--- src/rtl/fpga_config_loader.sv ---
// Configuration writer for the fabric: receives a byte-serial bitstream over a
// valid/ready link, checks framing and checksum, and drives a write bus that
// loads the tile and switch-box configuration registers.
//
// Ports:
//   clock, reset     rising-edge clock, asynchronous active-high reset
//   in_data/in_valid bitstream byte and its valid flag
//   in_ready         byte accepted this cycle when in_valid & in_ready
//   clear            leaves DONE/ERROR and returns to HUNT
//   cfg_we           one-cycle write strobe to target cfg_addr
//   cfg_addr         target index
//   cfg_data         frame payload, first received byte in [7:0]
//   cfg_enable       fabric configuration valid (checksum passed)
//   done / error     stream accepted / rejected
//   frames_written   saturating count of cfg_we pulses since last HUNT entry
module fpga_config_loader #(
  parameter int unsigned FRAME_BYTES = 5,
  parameter int unsigned ADDR_W      = 6,
  parameter int unsigned NUM_TARGETS = 36,
  parameter logic [7:0]  SYNC        = 8'hA5
) (
  input  logic                     clock,
  input  logic                     reset,
  input  logic [7:0]               in_data,
  input  logic                     in_valid,
  output logic                     in_ready,
  input  logic                     clear,
  output logic                     cfg_we,
  output logic [ADDR_W-1:0]        cfg_addr,
  output logic [8*FRAME_BYTES-1:0] cfg_data,
  output logic                     cfg_enable,
  output logic                     done,
  output logic                     error,
  output logic [7:0]               frames_written
);

  localparam int unsigned DATA_W = 8 * FRAME_BYTES;
  localparam int unsigned IDX_W  = (FRAME_BYTES > 1) ? $clog2(FRAME_BYTES) : 1;

  typedef enum logic [2:0] {
    S_HUNT,
    S_COUNT,
    S_ADDR,
    S_DATA,
    S_WRITE,
    S_CHECK,
    S_DONE,
    S_ERROR
  } state_t;

  state_t             state, next_state;
  logic [7:0]         sum_q;
  logic [7:0]         frames_left;
  logic [ADDR_W-1:0]  addr_q;
  logic [IDX_W-1:0]   idx;
  logic [DATA_W-1:0]  frame_q;

  logic               accept_c;
  logic [7:0]         sum_c;
  logic [DATA_W-1:0]  frame_c;

  // Byte transfer and running checksum including the current byte
  always_comb begin
    accept_c = in_valid & in_ready;
    sum_c    = sum_q + in_data;
  end

  // Partial frame with the current byte merged into its slot
  always_comb begin
    frame_c = frame_q;
    frame_c[int'(idx)*8 +: 8] = in_data;
  end

  // State register
  always_ff @(posedge clock or posedge reset) begin
    if (reset) state <= S_HUNT;
    else       state <= next_state;
  end

  // Next-state logic
  always_comb begin
    next_state = state;
    case (state)
      S_HUNT:  if (accept_c && in_data == SYNC) next_state = S_COUNT;
      S_COUNT: if (accept_c) next_state = (in_data == 8'd0) ? S_CHECK : S_ADDR;
      S_ADDR:  if (accept_c) next_state = (32'(in_data) >= NUM_TARGETS) ? S_ERROR : S_DATA;
      S_DATA:  if (accept_c && idx == IDX_W'(FRAME_BYTES - 1)) next_state = S_WRITE;
      S_WRITE: next_state = (frames_left == 8'd1) ? S_CHECK : S_ADDR;
      S_CHECK: if (accept_c) next_state = (sum_c == 8'd0) ? S_DONE : S_ERROR;
      S_DONE:  if (clear) next_state = S_HUNT;
      S_ERROR: if (clear) next_state = S_HUNT;
      default: next_state = S_HUNT;
    endcase
  end

  // Registered outputs follow next_state so they line up with the state they describe
  always_ff @(posedge clock or posedge reset) begin
    if (reset) begin
      in_ready   <= 1'b1;
      cfg_we     <= 1'b0;
      done       <= 1'b0;
      error      <= 1'b0;
      cfg_enable <= 1'b0;
    end else begin
      in_ready   <= (next_state == S_HUNT)  || (next_state == S_COUNT) ||
                    (next_state == S_ADDR)  || (next_state == S_DATA)  ||
                    (next_state == S_CHECK);
      cfg_we     <= (next_state == S_WRITE);
      done       <= (next_state == S_DONE);
      error      <= (next_state == S_ERROR);
      cfg_enable <= (next_state == S_DONE);
    end
  end

  // Datapath: checksum, frame counter, address/payload capture, write bus
  always_ff @(posedge clock or posedge reset) begin
    if (reset) begin
      sum_q          <= 8'd0;
      frames_left    <= 8'd0;
      addr_q         <= '0;
      idx            <= '0;
      frame_q        <= '0;
      cfg_addr       <= '0;
      cfg_data       <= '0;
      frames_written <= 8'd0;
    end else begin
      if (next_state == S_HUNT) begin
        sum_q <= 8'd0;
      end else if (accept_c && (state == S_COUNT || state == S_ADDR ||
                                state == S_DATA  || state == S_CHECK)) begin
        sum_q <= sum_c;
      end

      if (accept_c && state == S_COUNT) frames_left <= in_data;
      else if (state == S_WRITE)        frames_left <= frames_left - 8'd1;

      if (accept_c && state == S_ADDR) begin
        addr_q <= ADDR_W'(in_data);
        idx    <= '0;
      end

      if (accept_c && state == S_DATA) begin
        frame_q <= frame_c;
        idx     <= idx + IDX_W'(1);
      end

      // Bus is loaded together with the strobe and then held until the next write
      if (state == S_DATA && next_state == S_WRITE) begin
        cfg_addr <= addr_q;
        cfg_data <= frame_c;
      end

      if (next_state == S_HUNT) begin
        frames_written <= 8'd0;
      end else if (state == S_DATA && next_state == S_WRITE &&
                   frames_written != 8'hFF) begin
        frames_written <= frames_written + 8'd1;
      end
    end
  end

endmodule
--- config.mk ---
export PLATFORM = sky130hd
export DESIGN_NAME = fpga_config_loader
export DESIGN_NICKNAME = d
export VERILOG_FILES = /design/src/rtl/fpga_config_loader.sv
export SDC_FILE = /design/constraint.sdc
export NUM_CORES = 1
export LEC_CHECK = 0
export ABC_AREA = 1
export CAP_MARGIN = 20
export CORE_MARGIN = 2
export CORE_UTILIZATION = 30
export DETAILED_ROUTE_END_ITERATION = 10
export PLACE_DENSITY = 0.45
export SLEW_MARGIN = 20
export SYNTH_ARGS = -nofsm -noshare
export SYNTH_HDL_FRONTEND = slang
export SYNTH_SLANG_ARGS = --single-unit
--- constraint.sdc ---
create_clock -name clock -period 6.1 [get_ports clock]
set_input_delay 1.525 -clock clock [delete_from_list [all_inputs] [get_ports clock]]
set_output_delay 1.525 -clock clock [all_outputs]
set_load 0.005 [all_outputs]
==> flow_summary.ini <==
[finish]
drive_gt1_share_pct = 8.987
n_antenna_cell = 0
fin_nets = 894
fin_cells = 1154
syn2layout_area_growth_pct = 24.05
post-route-util_pct = 37.73
final_cell_mix = 263 x nand2_1, 125 x dfrtp_1, 108 x o21ai_0
layout_commonest_cell = nand2_1

[place]
gp_congestion = 0.7997
placed_cells = 1123
port_buffers = 70
dp_hpwl_mm = 11.37

[synthesis]
async_flop_share_pct = 100.0
synth_cell_type_count = 40
syn_inst = 802
synth.avg_cell_area_sq_um = 7.947
netlist_area_sq_um = 6374
yosysSeqAreaShare_pct = 49.49
synth_edf_count = 0
synth_warnings = 0
syn-num-nets = 829
synth-seq-cells = 126
ys.flop_type = dfrtp_1

[route]
firstDrtPassIters = 4
wl_per_cell_microns = 14.08
ant_nets = 0
drtIter0Drc = 242
route.detailed.drc = 0
vias = 5268
routed_via_density = 4.565
routed_wl_mm = 16.25

[hold_path]
min_path_type = reg -> reg

[clock_tree]
cts_setup_buffers = 0
cts_hold_buf = 0
numCtsBuffers = 17
ctsLongestPathBuffers = 2
cts-htree-levels = 4
path_clk_slew_ps = 60
clk_latency_ps = 430
cts_tree = built
clock_sinks = 126
cts_resized = 0
cts_root_buf = clkbuf_16

[timing]
rsz0062_at_grt = false
drv_slew = 0
setup_viol = 0
worst_pin_slew_ps = 1011
whs_ps = 466.5
hold_violations = 0
fmax_ghz = 0.2659
layout_min_cycle_time_ps = 3761
fin_crit_sh_pct = 61.65
finalSetupTns_ps = 0
finClkSkew_ps = 11.16
slew_headroom_pct = 32.51

[die]
dieArea_sq_um = 22430
io-pin-count = 71
placementRows = 53
core-area_sq_um = 20960
start_util_pct = 30.42
die_h_microns = 149.8
die_w_microns = 149.8

[power_and_ir_drop]
power_frac_clock_pct = 30.4
p_leak_nw = 3.694
comb_power_share_pct = 34.2
power_per_cell_area_nw_per_um2 = 423.8
swShare_pct = 37.23
ir_worst_vdd_uv = 243.2
internal_power_mw = 2.103
seq_power_share_pct = 35.5
switchingPower_mw = 1.247

[setup_path]
crit_arrival_ps = 4060
start_kind = input port
end_kind = flop
path_max_fanout = 51
path_class = in -> reg
crit_required_ps = 6400

[grt]
grt.total_usage_pct = 15.27
antenna_found_initial = 0
grt_overflow = 0
grt_max_degree = 71
grt_pass1_wl_mm = 26.52
grt_pass1_vias = 5057

[flow_run]
timing.max_cap.violations = 0

[run_status]
status = completed
-- power groups by stage --
stage          clock, mW  combinational, mW  sequential [mW]
2_1_floorplan          0              0.847             1.17
3_3_place_gp           0               1.15             1.20
3_5_place_dp           0               1.15             1.20
4_1_cts             1.05               1.16             1.19
5_1_grt             1.08               1.33             1.22
6_report            1.02               1.15             1.19
-- layer usage --
metal | routed length, microns | global-route usage [%] | vias up | share of wire [%]
li1 | - | - | 2706 | -
met1 | 8008 | 20.68 | 2459 | 49
met2 | 7491 | 24.47 | 86 | 46
met3 | 534 | 3.110 | 17 | 3.3
met4 | 217 | 5.094 | 0 | 1.3
met5 | 0 | 0 | - | 0
-- cells in the mapped netlist, drive strengths merged (4+ instances only) --
library cell	number	area share, %
nor2	58	4.2
a21oi	8	0.63
or2	4	0.39
dfrtp	125	49
ha	14	2.7
nand3	39	3.4
nand4	14	1.8
buf	13	1.3
o21ai	119	9.3
inv	89	5.2
nand2	271	16
clkbuf	15	0.88
-- state kept, by name, indices dropped and copies added (netlist names), 3 cells and up --
name and count:
addr_q 6, frames_left 8, cfg_data 40, cfg_addr 6, state 3, frames_written 8, frame_q 40, idx 3
sum_q 8
-- logic make-up after synthesis --
kind of cell               after synthesis  share of synthesized area (%)
and+or+nand+nor                        393                          27.13
adders and majority gates               15                          3.062
AOI/OAI and AO/OA                      143                          11.92
xor gates and xnor gates                 6                         0.8247
buffers and inverters                  119                          7.577
DFF                                    126                          49.49
-- stage by stage --
stage               setup WS (ps)  cell area [sq um]  power [mW]
floorplan                    1221               6374       2.020
finish                       2339               7906       3.351
detailed placement           1838               7322       2.353
CTS                          2287               7906       3.397
global placement             1613               7302       2.355
global route                 2001               7906       3.622
-- layout make-up --
class                           instances  area [sq um]
Fill cell                            2242         13050
Sequential cell                       126          3154
Multi-Input combinational cell        557          2736
Timing Repair Buffer                   74         743.2
Clock buffer                           22         474.2
Inverter                               91         344.1
Tap cell                              275         344.1
Clock inverter                          9         110.1
-- path summary, 6_finish.rpt --
path	startpoint	cells past startpoint	slack [ps]	to
max in group asynchronous	reset	3	3470	in_ready
worst max register to register	idx[0]	9	2860	cfg_data[28]
worst max-delay path	in_valid	9	2340	cfg_data[28]
min in group asynchronous	reset	2	1630	sum_q[1]
worst min register to register	cfg_addr[0]	2	470	cfg_addr[0]
worst min-delay path	cfg_addr[0]	2	470	cfg_addr[0]
-- worst max-delay path, cell delays in order --
cell and delay, ps:
clkdlybuf4s50_1 470, nand2_2 120, inv_2 120, nand2_1 100, nor2_2 780, inv_2 450, buf_12 310, nand2_1 70
o21ai_0 80
No activity file was read; power rests on OpenSTA's default activity.
